[src/rtl/fpga_bus_pkg.sv]
// Shared types and constants for the FPGA memory-link bus scheduler.
package fpga_bus_pkg;

    localparam int unsigned WORD_W = 32;
    localparam int unsigned BEAT_W = 64;

    localparam logic [WORD_W-1:0] DEFAULT_IDLE_WORD = 32'hDEADBEEF;

    typedef enum logic [2:0] {
        IDLE,
        ADDR,
        WDATA,
        WRESP,
        RDATA,
        DONE
    } sched_state_e;

endpackage

[src/rtl/fpga_rr_arbiter2.sv]
// Two-way round-robin arbiter: a lone requester always wins, a tie goes to
// the port that was not granted last.
module fpga_rr_arbiter2 (
    input  logic       clk,
    input  logic       rst,
    input  logic [1:0] req,
    input  logic       advance,
    output logic [1:0] gnt,
    output logic       idx
);

    // Port that wins the next tie.
    logic prio_q;
    logic prio_d;

    always_comb begin
        case (req)
            2'b01:   idx = 1'b0;
            2'b10:   idx = 1'b1;
            default: idx = prio_q;
        endcase

        gnt = '0;
        if (req != 2'b00) begin
            gnt = idx ? 2'b10 : 2'b01;
        end

        prio_d = prio_q;
        if (advance && (req != 2'b00)) begin
            prio_d = ~idx;
        end
    end

    always_ff @(posedge clk or posedge rst) begin
        if (rst) begin
            prio_q <= 1'b0;
        end else begin
            prio_q <= prio_d;
        end
    end

endmodule

[src/rtl/fpga_bus_scheduler.sv]
// Shares the 32-bit multiplexed controller<->memory link between the I-cache
// (port 0) and D-cache (port 1), one line burst at a time.
module fpga_bus_scheduler
    import fpga_bus_pkg::*;
#(
    parameter int unsigned       BURST_BEATS = 4,
    parameter logic [WORD_W-1:0] IDLE_WORD   = DEFAULT_IDLE_WORD
) (
    input  logic                  clk,
    input  logic                  rst,

    input  logic [1:0][WORD_W-1:0] req_addr,
    input  logic [1:0]             req_read,
    input  logic [1:0]             req_write,
    input  logic [1:0][BEAT_W-1:0] req_wdata,
    output logic [1:0]             req_ready,
    output logic [WORD_W-1:0]      req_raddr,
    output logic [BEAT_W-1:0]      req_rdata,
    output logic [1:0]             req_rvalid,

    input  logic [WORD_W-1:0]      address_data_bus_m_to_c,
    input  logic                   address_on_m_to_c,
    input  logic                   data_on_m_to_c,
    input  logic                   read_en_m_to_c,
    input  logic                   write_en_m_to_c,
    input  logic                   resp_m_to_c,

    output logic [WORD_W-1:0]      address_data_bus_c_to_m,
    output logic                   address_on_c_to_m,
    output logic                   data_on_c_to_m,
    output logic                   read_en_c_to_m,
    output logic                   write_en_c_to_m,
    output logic                   resp_c_to_m
);

    localparam int unsigned       WORDS     = 2 * BURST_BEATS;
    localparam int unsigned       CNT_W     = $clog2(WORDS);
    localparam logic [CNT_W-1:0]  LAST_WORD = CNT_W'(WORDS - 1);

    sched_state_e state_q, state_d;
    logic                 g_q, g_d;
    logic                 is_write_q, is_write_d;
    logic [WORD_W-1:0]    addr_q, addr_d;
    logic [BEAT_W-1:0]    wbuf_q, wbuf_d;
    logic [WORD_W-1:0]    rbuf_lo_q, rbuf_lo_d;
    logic [CNT_W-1:0]     cnt_q, cnt_d;

    logic [1:0]           req_ready_q, req_ready_d;
    logic [WORD_W-1:0]    req_raddr_q, req_raddr_d;
    logic [BEAT_W-1:0]    req_rdata_q, req_rdata_d;
    logic [1:0]           req_rvalid_q, req_rvalid_d;
    logic [WORD_W-1:0]    bus_q, bus_d;
    logic                 addr_on_q, addr_on_d;
    logic                 data_on_q, data_on_d;
    logic                 rd_en_q, rd_en_d;
    logic                 wr_en_q, wr_en_d;
    logic                 resp_q, resp_d;

    logic [1:0]           arb_req;
    logic                 arb_advance;
    logic [1:0]           arb_gnt;
    logic                 arb_idx;
    logic                 unused_inputs;

    always_comb begin
        arb_req       = req_read | req_write;
        arb_advance   = (state_q == IDLE) && (arb_req != 2'b00);
        unused_inputs = &{address_on_m_to_c, read_en_m_to_c, write_en_m_to_c};
    end

    fpga_rr_arbiter2 u_arb (
        .clk     (clk),
        .rst     (rst),
        .req     (arb_req),
        .advance (arb_advance),
        .gnt     (arb_gnt),
        .idx     (arb_idx)
    );

    always_comb begin
        state_d      = state_q;
        g_d          = g_q;
        is_write_d   = is_write_q;
        addr_d       = addr_q;
        wbuf_d       = wbuf_q;
        rbuf_lo_d    = rbuf_lo_q;
        cnt_d        = cnt_q;
        req_ready_d  = '0;
        req_rvalid_d = '0;
        req_raddr_d  = req_raddr_q;
        req_rdata_d  = req_rdata_q;

        case (state_q)
            IDLE: begin
                if (arb_req != 2'b00) begin
                    g_d         = arb_idx;
                    addr_d      = req_addr[arb_idx];
                    is_write_d  = req_write[arb_idx] & ~req_read[arb_idx];
                    if (is_write_d) begin
                        wbuf_d = req_wdata[arb_idx];
                    end
                    req_ready_d = arb_gnt;
                    state_d     = ADDR;
                end
            end
            ADDR: begin
                cnt_d   = '0;
                state_d = is_write_q ? WDATA : RDATA;
            end
            WDATA: begin
                if (cnt_q == LAST_WORD) begin
                    state_d = WRESP;
                end else begin
                    cnt_d = cnt_q + 1'b1;
                    // High word just went out: fetch the next beat for the following pair.
                    if (cnt_q[0]) begin
                        wbuf_d           = req_wdata[g_q];
                        req_ready_d[g_q] = 1'b1;
                    end
                end
            end
            WRESP: begin
                if (resp_m_to_c) begin
                    state_d = DONE;
                end
            end
            RDATA: begin
                if (data_on_m_to_c) begin
                    if (!cnt_q[0]) begin
                        rbuf_lo_d = address_data_bus_m_to_c;
                    end else begin
                        req_rvalid_d[g_q] = 1'b1;
                        req_rdata_d       = {address_data_bus_m_to_c, rbuf_lo_q};
                        req_raddr_d       = addr_q;
                    end
                    if (cnt_q == LAST_WORD) begin
                        state_d = DONE;
                    end else begin
                        cnt_d = cnt_q + 1'b1;
                    end
                end
            end
            DONE: begin
                state_d = IDLE;
            end
            default: begin
                state_d = IDLE;
            end
        endcase

        // Bus qualifiers are decoded from the next state so they register in step with it.
        bus_d     = IDLE_WORD;
        addr_on_d = 1'b0;
        data_on_d = 1'b0;
        rd_en_d   = 1'b0;
        wr_en_d   = 1'b0;
        resp_d    = 1'b0;
        case (state_d)
            ADDR: begin
                bus_d     = addr_d;
                addr_on_d = 1'b1;
                rd_en_d   = ~is_write_d;
                wr_en_d   = is_write_d;
            end
            WDATA: begin
                bus_d     = cnt_d[0] ? wbuf_d[BEAT_W-1:WORD_W] : wbuf_d[WORD_W-1:0];
                data_on_d = 1'b1;
                wr_en_d   = 1'b1;
            end
            DONE: begin
                resp_d = 1'b1;
            end
            default: begin
                bus_d = IDLE_WORD;
            end
        endcase
    end

    always_ff @(posedge clk or posedge rst) begin
        if (rst) begin
            state_q      <= IDLE;
            g_q          <= 1'b0;
            is_write_q   <= 1'b0;
            addr_q       <= '0;
            wbuf_q       <= '0;
            rbuf_lo_q    <= '0;
            cnt_q        <= '0;
            req_ready_q  <= '0;
            req_raddr_q  <= '0;
            req_rdata_q  <= '0;
            req_rvalid_q <= '0;
            bus_q        <= IDLE_WORD;
            addr_on_q    <= 1'b0;
            data_on_q    <= 1'b0;
            rd_en_q      <= 1'b0;
            wr_en_q      <= 1'b0;
            resp_q       <= 1'b0;
        end else begin
            state_q      <= state_d;
            g_q          <= g_d;
            is_write_q   <= is_write_d;
            addr_q       <= addr_d;
            wbuf_q       <= wbuf_d;
            rbuf_lo_q    <= rbuf_lo_d;
            cnt_q        <= cnt_d;
            req_ready_q  <= req_ready_d;
            req_raddr_q  <= req_raddr_d;
            req_rdata_q  <= req_rdata_d;
            req_rvalid_q <= req_rvalid_d;
            bus_q        <= bus_d;
            addr_on_q    <= addr_on_d;
            data_on_q    <= data_on_d;
            rd_en_q      <= rd_en_d;
            wr_en_q      <= wr_en_d;
            resp_q       <= resp_d;
        end
    end

    assign req_ready               = req_ready_q;
    assign req_raddr               = req_raddr_q;
    assign req_rdata               = req_rdata_q;
    assign req_rvalid              = req_rvalid_q;
    assign address_data_bus_c_to_m = bus_q;
    assign address_on_c_to_m       = addr_on_q;
    assign data_on_c_to_m          = data_on_q;
    assign read_en_c_to_m          = rd_en_q;
    assign write_en_c_to_m         = wr_en_q;
    assign resp_c_to_m             = resp_q;

endmodule
[config.mk]
export PLATFORM = sky130hd
export DESIGN_NAME = fpga_bus_scheduler
export DESIGN_NICKNAME = d
export VERILOG_FILES = /design/src/rtl/fpga_bus_pkg.sv /design/src/rtl/fpga_rr_arbiter2.sv /design/src/rtl/fpga_bus_scheduler.sv
export SDC_FILE = /design/constraint.sdc
export NUM_CORES = 1
export LEC_CHECK = 0
export ABC_AREA = 1
export CORE_MARGIN = 10
export CORE_UTILIZATION = 40
export DETAILED_ROUTE_END_ITERATION = 6
export GPL_ROUTABILITY_DRIVEN = 0
export GPL_TIMING_DRIVEN = 1
export PLACE_DENSITY = 0.67
export SLEW_MARGIN = 20
export SYNTH_ARGS = -nofsm -noshare
export SYNTH_HDL_FRONTEND = slang
export SYNTH_HIERARCHICAL = 1
export SYNTH_SLANG_ARGS = --single-unit
[constraint.sdc]
create_clock -name clk -period 12.38 [get_ports clk]
set_input_delay 2.476 -clock clk [delete_from_list [all_inputs] [get_ports clk]]
set_output_delay 2.476 -clock clk [all_outputs]
set_load 0.05 [all_outputs]
==> results of run 1 <==
[worst reg2reg max path: cells and delay by family (launching register included)]
| family | cells | cell delay [ns] |
|---|---|---|
| buffers and inverters | 3 | 1.82 |
| DFF | 1 | 0.35 |
| and+or+nand+nor | 10 | 2.23 |
[cells in the mapped netlist, types with 24 or more instances]
library cell	n	area share
mux2_2	32	0.025
a21oi_1	68	0.024
o21ai_0	131	0.045
dfstp_2	24	0.044
buf_2	68	0.024
nand3_1	295	0.10
or2_2	59	0.026
clkbuf_1	29	0.0075
dfrtp_1	250	0.43
nand2_1	698	0.18
inv_1	174	0.045
nor2_1	33	0.0086
[registers in the layout (all words and copies together), names as in the netlist, 2 cells and up]
signal and count:
addr_q 32, req_raddr 32, wbuf_q 64, cnt_q 3, rbuf_lo_q 32, req_rvalid 2, state_q 3, req_rdata 64
req_ready 2, address_data_bus_c_to_m 32
[power groups by stage]
stage | Combinational (mW) | Sequential (mW) | Clock (mW)
floorplan | 1.31 | 2.21 | 0
global placement | 2.89 | 1.54 | 0
detailed placement | 2.93 | 1.57 | 0
CTS | 2.94 | 1.55 | 0.914
global route | 3.19 | 1.61 | 0.950
finish | 2.93 | 1.56 | 0.893
[worst paths after layout]
path / startpoint / slack [ns] / cells past startpoint / end
setup / recovery: req_write[1] / 5.22 / 18 / address_data_bus_c_to_m[16]
hold / removal: req_raddr[6] / 0.48 / 2 / req_raddr[6]
setup reg to reg: u_arb/prio_q / 7.90 / 13 / address_data_bus_c_to_m[16]
hold reg to reg: req_raddr[6] / 0.48 / 2 / req_raddr[6]
max in group asynchronous: rst / 8.19 / 3 / addr_q[0]
min in group asynchronous: rst / 2.21 / 2 / u_arb/prio_q
[stage by stage]
step | setup slack [ns] | std cells
floorplan | 2.42 | 1940
global placement | 4.81 | 2659
detailed placement | 4.72 | 2659
CTS | 5.30 | 2713
global route | 5.00 | 2717
finish | 5.22 | 2717
[per-layer routing]
layer	wire length (um)	share of wire	up-vias
met5	34	0.00065	-
met4	984	0.019	6
met3	4800	0.092	70
met2	23500	0.45	651
met1	23000	0.44	6763
li1	-	-	6722
[area by class of cell]
type / instances / share of cell area
timing repair buffer: 383 / 0.197
tap: 461 / 0.0299
clock inverter: 13 / 0.00649
antenna: 4 / 0.000519
clock buffer: 41 / 0.0443
sequential: 274 / 0.357
multi-input combinational: 1360 / 0.329
inverter: 181 / 0.0357
[logic make-up after synthesis]
family / Yosys count / synth area share
AO/OA/AOI/OAI: 212 / 0.0757
multiplexers: 32 / 0.0249
buffers and inverters: 306 / 0.0900
flip-flops: 274 / 0.476
AND/OR/NAND/NOR: 1112 / 0.329
adder cells (fa/ha/maj): 4 / 0.00346
==> flow_summary.ini, run 1 <==
[run_status]
run_status = complete, no violations

[global_routing]
grt_use_met2 = 0.348
overflow = 0
grt_pass1_wl_um = 80900
antenna_found_initial = 7
grtUsageMet1 = 0.322
grt_busiest_layer = met2
track_usage = 0.227
use_met3 = 0.0512
grt_max_degree = 133
grt_pass1_vias = 13700

[finish]
multi_input_area_um2 = 6340
final_common_cell = nand2_1
synthToLayoutAreaGrowth_pct = 33.3
drive_above_1_share = 0.0906
fillers = 3381
layout_common_cells = nand2_1, clkdlybuf4s50_1, nand3_1, dfrtp_1, inv_1
final_util = 0.541
design_area_um2 = 19300
fin_nets = 2469
regArea_um2 = 6890

[sta]
slew_violations = 0
setup_viol = 0
rsz0062_at_grt = no
max_slew_margin = 0.254
finalClockSkew_ns = 0.0151
min_period_ns = 7.16
setup_tns_ns = 0
min_period_over_period = 0.578
timing.fmax_mhz = 140
hold_violations = 0
worst_slew_pin_slew_ns = 1.12
hold_slack_ns = 0.480

[power_and_ir_drop]
intPower_mw = 2.79
p_per_area_nw_per_um2 = 279
power_frac_comb = 0.545
seqPwrFrac = 0.289
leakagePower_nw = 9.20
switching_share = 0.483
switchingPower_mw = 2.60
clockPowerShare = 0.166
ir_drop_mv = 0.144
finalPower_mw = 5.39

[clocking]
postCtsHoldBufs = 0
root_buffer = clkbuf_16
numCtsBuffers = 30
h-tree-depth = 1
cts_resized = 0
cts.clk_slew.worst_paths_ns = 0.06
ctsLongestPathBuffers = 3
worst_skew_pair.late_latency_ns = 0.55
cts.sinks = 274
cts_setup_buffers = 0
tritoncts = done

[route]
drtIter0Drc = 1444
remaining_drc_errors = 0
wire_per_inst_um = 19.2
via_per_inst = 5.23
drt-total-wl_um = 52200
first_pass_iters = 5
ant_nets = 0
vias = 14200

[floorplan]
std_cell_rows = 69
die_width_um = 210
ios = 372
dieArea_um2 = 44100
coreArea_um2 = 35700
initial_core_util = 0.405
die_height_um = 210

[synthesis]
postSynthAreaPerCell_um2 = 7.45
yosysSeqAreaShare = 0.476
syn_area_um2 = 14500
syn-instance-count = 1940
yosysWarnings = 6
ys_ff_latch = 274
ys_types = 28
syn-num-nets = 2179
async_reset_ff_frac = 1.00
synth-main-ff-cell = dfrtp_1
synth_edf_count = 0

[hold_path]
hp-class = reg -> reg

[job]
drv_cap = 0

[setup_path]
cp_num_buf_inv = 6
end_kind = register
cpPeakStageDelay_ns = 0.68
cp.arrival_ns = 7.61
cp_top_family = buffers and inverters
crit_path_start_kind = input port
slowest_stage = nand2_2
path_cells = clkdlybuf4s50_1 -> inv_1 -> nand2_1 -> inv_1 -> ha_1 -> nand2_1 -> nand2_4 -> clkinv_2 -> nand3_2 -> buf_4 -> nand2_2 -> buf_4 -> nand2_1 -> nand3_1 -> nand3_1 -> nand2_1 -> nand3_1 -> nand2_1
crit_required_ns = 12.83
path_class = in -> reg
crit_fanout = 65
cpMostUsedCell = nand2_1

[placed_design]
place_area_um2 = 18300
io_buffers = 368
post-dp-hpwl_um = 35100
(Power assumes the default switching activity.)
==> run 2, diff against run 1 <==
- PLACE_DENSITY: 0.67 -> 0.69
- clock period: 12.38 -> 5.8 ns (I/O delays scaled with it)
==> flow_summary.ini, run 2 (same netlist as run 1, synthesis figures left out) <==
[run_status]
run_status = complete, no violations

[floorplan]
ios = 372
dieArea_um2 = 44100
die_height_um = 210
coreArea_um2 = 35700
initial_core_util = 0.405
std_cell_rows = 69
die_width_um = 210

[sta]
slew_violations = 0
finalClockSkew_ns = 0.0122
timing.fmax_mhz = 230
worst_slew_pin_slew_ns = 1.10
rsz0062_at_grt = no
min_period_over_period = 0.749
min_period_ns = 4.35
setup_tns_ns = 0
setup_viol = 0
max_slew_margin = 0.267
hold_violations = 0

[setup_path]
crit_fanout = 66
timing.reg2reg.setup_slack_ns = 2.54
cp_num_buf_inv = 6
crit_required_ns = 6.28
r2r-start = state_q[0]
cpPeakStageDelay_ns = 0.71
path_cells = clkdlybuf4s50_1 -> inv_1 -> nand2_1 -> inv_1 -> ha_1 -> nand2_1 -> nand2_4 -> clkinv_2 -> buf_4 -> buf_4 -> nand2_1 -> nand2_1 -> nand2_1 -> nand3_1 -> nand3_1 -> nand2_1 -> nand3_1 -> nand2_1
r2r-end = address_data_bus_c_to_m[5]
cpMostUsedCell = nand2_1
path_class = in -> reg
end_kind = register
reg2reg_depth = 11
crit_path_start_kind = input port
cp.arrival_ns = 4.83
cp_top_family = buffers and inverters
slowest_stage = buf_4

[global_routing]
grt_pass1_wl_um = 79300
use_met3 = 0.0488
antenna_found_initial = 7
grt_pass1_vias = 13700
overflow = 0
track_usage = 0.223
grt_busiest_layer = met2
grtUsageMet1 = 0.312
grt_max_degree = 115
grt_use_met2 = 0.345

[placed_design]
io_buffers = 368
post-dp-hpwl_um = 35000

[hold_path]
worst_hold_path.endpoint = req_raddr[23]
min_path_cells = 2
hp-class = reg -> reg
min-delay-start = req_raddr[23]

[route]
vias = 14200
remaining_drc_errors = 0
drtIter0Drc = 1517
first_pass_iters = 6
via_per_inst = 5.21
drt-total-wl_um = 51200
wire_per_inst_um = 18.8
ant_nets = 0

[clocking]
cts_resized = 0
root_buffer = clkbuf_16
cts.clk_slew.worst_paths_ns = 0.06
cts_setup_buffers = 0
h-tree-depth = 1
numCtsBuffers = 30
worst_skew_pair.late_latency_ns = 0.55
tritoncts = done
ctsLongestPathBuffers = 3
cts.sinks = 274
postCtsHoldBufs = 0

[finish]
final_common_cell = nand2_1
layout_common_cells = nand2_1, clkdlybuf4s50_1, nand3_1, dfrtp_1, inv_1
fin_nets = 2472
synthToLayoutAreaGrowth_pct = 34.1
drive_above_1_share = 0.0908

[power_and_ir_drop]
leakagePower_nw = 9.22
ir_drop_mv = 0.261
p_per_area_nw_per_um2 = 595
finalPower_mw = 11.5

[job]
drv_cap = 0
run 2: where the power goes:
part | internal (mW) | switching, mW
clock | 1.14 | 0.795
combinational | 1.99 | 4.30
sequential | 2.86 | 0.448
run 2: worst max-delay path by stage:
stage                                        endpoint  depth (start not counted)  slack [ns]          from
after floorplan                             addr_q[0]                          1        1.05           rst
after global placement    address_data_bus_c_to_m[16]                         18        0.96  req_write[1]
after detailed placement  address_data_bus_c_to_m[16]                         18        0.94  req_write[1]
after CTS                 address_data_bus_c_to_m[16]                         18        1.51  req_write[1]
after global routing      address_data_bus_c_to_m[17]                         19        1.16  req_write[1]
final                     address_data_bus_c_to_m[16]                         18        1.45  req_write[1]
run 2: stage by stage:
stage / setup slack (ns) / hold slack, ns / cell area, um2 / instances / utilization
after global placement: 0.962 / 0.465 / 18400 / 2661 / 0.515
after CTS: 1.51 / 0.488 / 19400 / 2717 / 0.543
after global routing: 1.16 / 0.500 / 19400 / 2722 / 0.544
after floorplan: 1.05 / 0.449 / 14500 / 1940 / -
final: 1.45 / 0.480 / 19400 / 2723 / 0.544
after detailed placement: 0.937 / 0.472 / 18400 / 2661 / 0.515
run 2: layer usage:
layer / up-vias / wire length (um)
met5: - / 13
met4: 2 / 810
met3: 57 / 5160
met2: 701 / 23000
met1: 6692 / 22200
li1: 6730 / -
run 2: worst register-to-register path, cell delays in order, from the launching register on:
cell and delay [ns]:
dfrtp_1 0.43, nor2_4 0.14, buf_4 0.55, inv_2 0.10, nor2_4 0.10, buf_4 0.68, a21oi_1 0.20, nand3_1 0.17
nand2_1 0.12, inv_2 0.38, nor2_1 0.22, nand2_1 0.11
run 2: final cells by class:
cell class / instances / area, um2
Tap cell: 461 / 577
Antenna cell: 5 / 12.5
Clock inverter: 10 / 118
Inverter: 181 / 684
Clock buffer: 46 / 882
Sequential cell: 274 / 6890
Fill cell: 3313 / 16300
Timing Repair Buffer: 386 / 3890
Multi-Input combinational cell: 1360 / 6340
==> run 3, diff against run 2 <==
- PLACE_DENSITY: 0.69 -> 0.67
- clock period: 5.8 -> 4.1 ns (I/O delays scaled with it)
==> flow_summary.ini, run 3 (same netlist as run 1, synthesis figures left out) <==
[run_status]
run_status = complete, no violations

[global_routing]
overflow = 0
grt_pass1_wl_um = 79400
track_usage = 0.223
grt_max_degree = 143
grt_pass1_vias = 13900
antenna_found_initial = 2

[setup_path]
end_kind = register
cp.arrival_ns = 3.62
crit_path_start_kind = input port
crit_required_ns = 4.54
path_class = in -> reg
crit_fanout = 16

[clocking]
worst_skew_pair.late_latency_ns = 0.50
cts.clk_slew.worst_paths_ns = 0.06
ctsLongestPathBuffers = 3
cts_setup_buffers = 0
numCtsBuffers = 34
tritoncts = done
cts_resized = 0
root_buffer = clkbuf_16
postCtsHoldBufs = 0
cts.sinks = 274
h-tree-depth = 2

[route]
first_pass_iters = 6
drt-total-wl_um = 51400
vias = 14300
wire_per_inst_um = 18.8
drtIter0Drc = 1594
ant_nets = 0
remaining_drc_errors = 0
via_per_inst = 5.22

[finish]
layout_common_cells = nand2_1, clkdlybuf4s50_1, nand3_1, dfrtp_1, inv_1
final_util = 0.551
synthToLayoutAreaGrowth_pct = 35.8
fin_nets = 2484
fillers = 3320
design_area_um2 = 19600
fin_cells = 2731
final_common_cell = nand2_1
drive_above_1_share = 0.0974

[power_and_ir_drop]
p_per_area_nw_per_um2 = 848
ir_drop_mv = 0.289
leakagePower_nw = 9.37
finalPower_mw = 16.7

[floorplan]
die_height_um = 210
die_width_um = 210
ios = 372
coreArea_um2 = 35700
std_cell_rows = 69
initial_core_util = 0.405
dieArea_um2 = 44100

[hold_path]
hp-class = reg -> reg

[sta]
timing.fmax_mhz = 315
finalClockSkew_ns = 0.0147
hold_violations = 0
setup_ws_ns = 0.921
max_slew_margin = 0.374
setup_tns_ns = 0
min_period_ns = 3.18
slew_violations = 0
rsz0062_at_grt = no
setup_viol = 0
hold_slack_ns = 0.482
min_period_over_period = 0.775
worst_slew_pin_slew_ns = 0.937

[placed_design]
dp.cells = 2670
place_area_um2 = 18500
io_buffers = 368
place_ws_ns = 0.421
post-dp-hpwl_um = 35700

[job]
drv_cap = 0
run 3: cell types whose count changed in the layout (fill, tap and decap cells not counted):
cell	before	now
clkbuf_8	5	7
clkbuf_1	10	6
clkinvlp_4	5	2
clkbuf_16	31	35
buf_12	6	11
clkinv_2	3	7
diode_2	5	1
clkinv_4	2	0
buf_4	12	15
inv_6	0	1
clkinv_8	0	2
run 3: power breakdown:
part / switching [mW] / leakage (nW) / internal (mW)
sequential: 0.645 / 3.32 / 4.05
clock: 1.17 / 0.559 / 1.83
combinational: 6.09 / 5.49 / 2.88
run 3: critical path, stage by stage:
cell and delay [ns]:
clkdlybuf4s50_1 0.50, inv_1 0.06, nand2_1 0.10, inv_1 0.06, ha_1 0.31, nand2_1 0.15
nand2_4 0.09, clkinv_2 0.08, nand3_2 0.11, nand2_2 0.37, buf_4 0.27, nand2_1 0.08
nand3_1 0.07, nand3_1 0.12, nand2_1 0.14, nand3_1 0.14, nand2_1 0.13
run 3: worst paths after layout:
check / start / to / slack (ns) / cells after the start
hold reg to reg: req_raddr[30] / req_raddr[30] / 0.48 / 2
min in group asynchronous: rst / u_arb/prio_q / 0.53 / 2
hold / removal: req_raddr[30] / req_raddr[30] / 0.48 / 2
max in group asynchronous: rst / req_rdata[2] / 2.45 / 3
setup / recovery: req_write[1] / address_data_bus_c_to_m[27] / 0.92 / 17
setup reg to reg: cnt_q[0] / address_data_bus_c_to_m[10] / 1.25 / 11
run 3: final cells by class:
class	count	area, um2	share of cell area
sequential	274	6890	0.351
multi-input combinational	1360	6340	0.323
timing repair buffer	394	4020	0.205
clock buffer	48	995	0.0507
inverter	181	684	0.0349
tap	461	577	0.0294
clock inverter	12	139	0.00707
antenna	1	2.50	0.000127
run 3: routing by layer:
metal	global-route usage	share of wire	vias up	routed length, um
li1	-	-	6754	-
met1	0.311	0.44	6787	22400
met2	0.340	0.45	642	22900
met3	0.0558	0.096	77	4920
met4	0.0565	0.022	2	1130
met5	0	0.00025	-	13
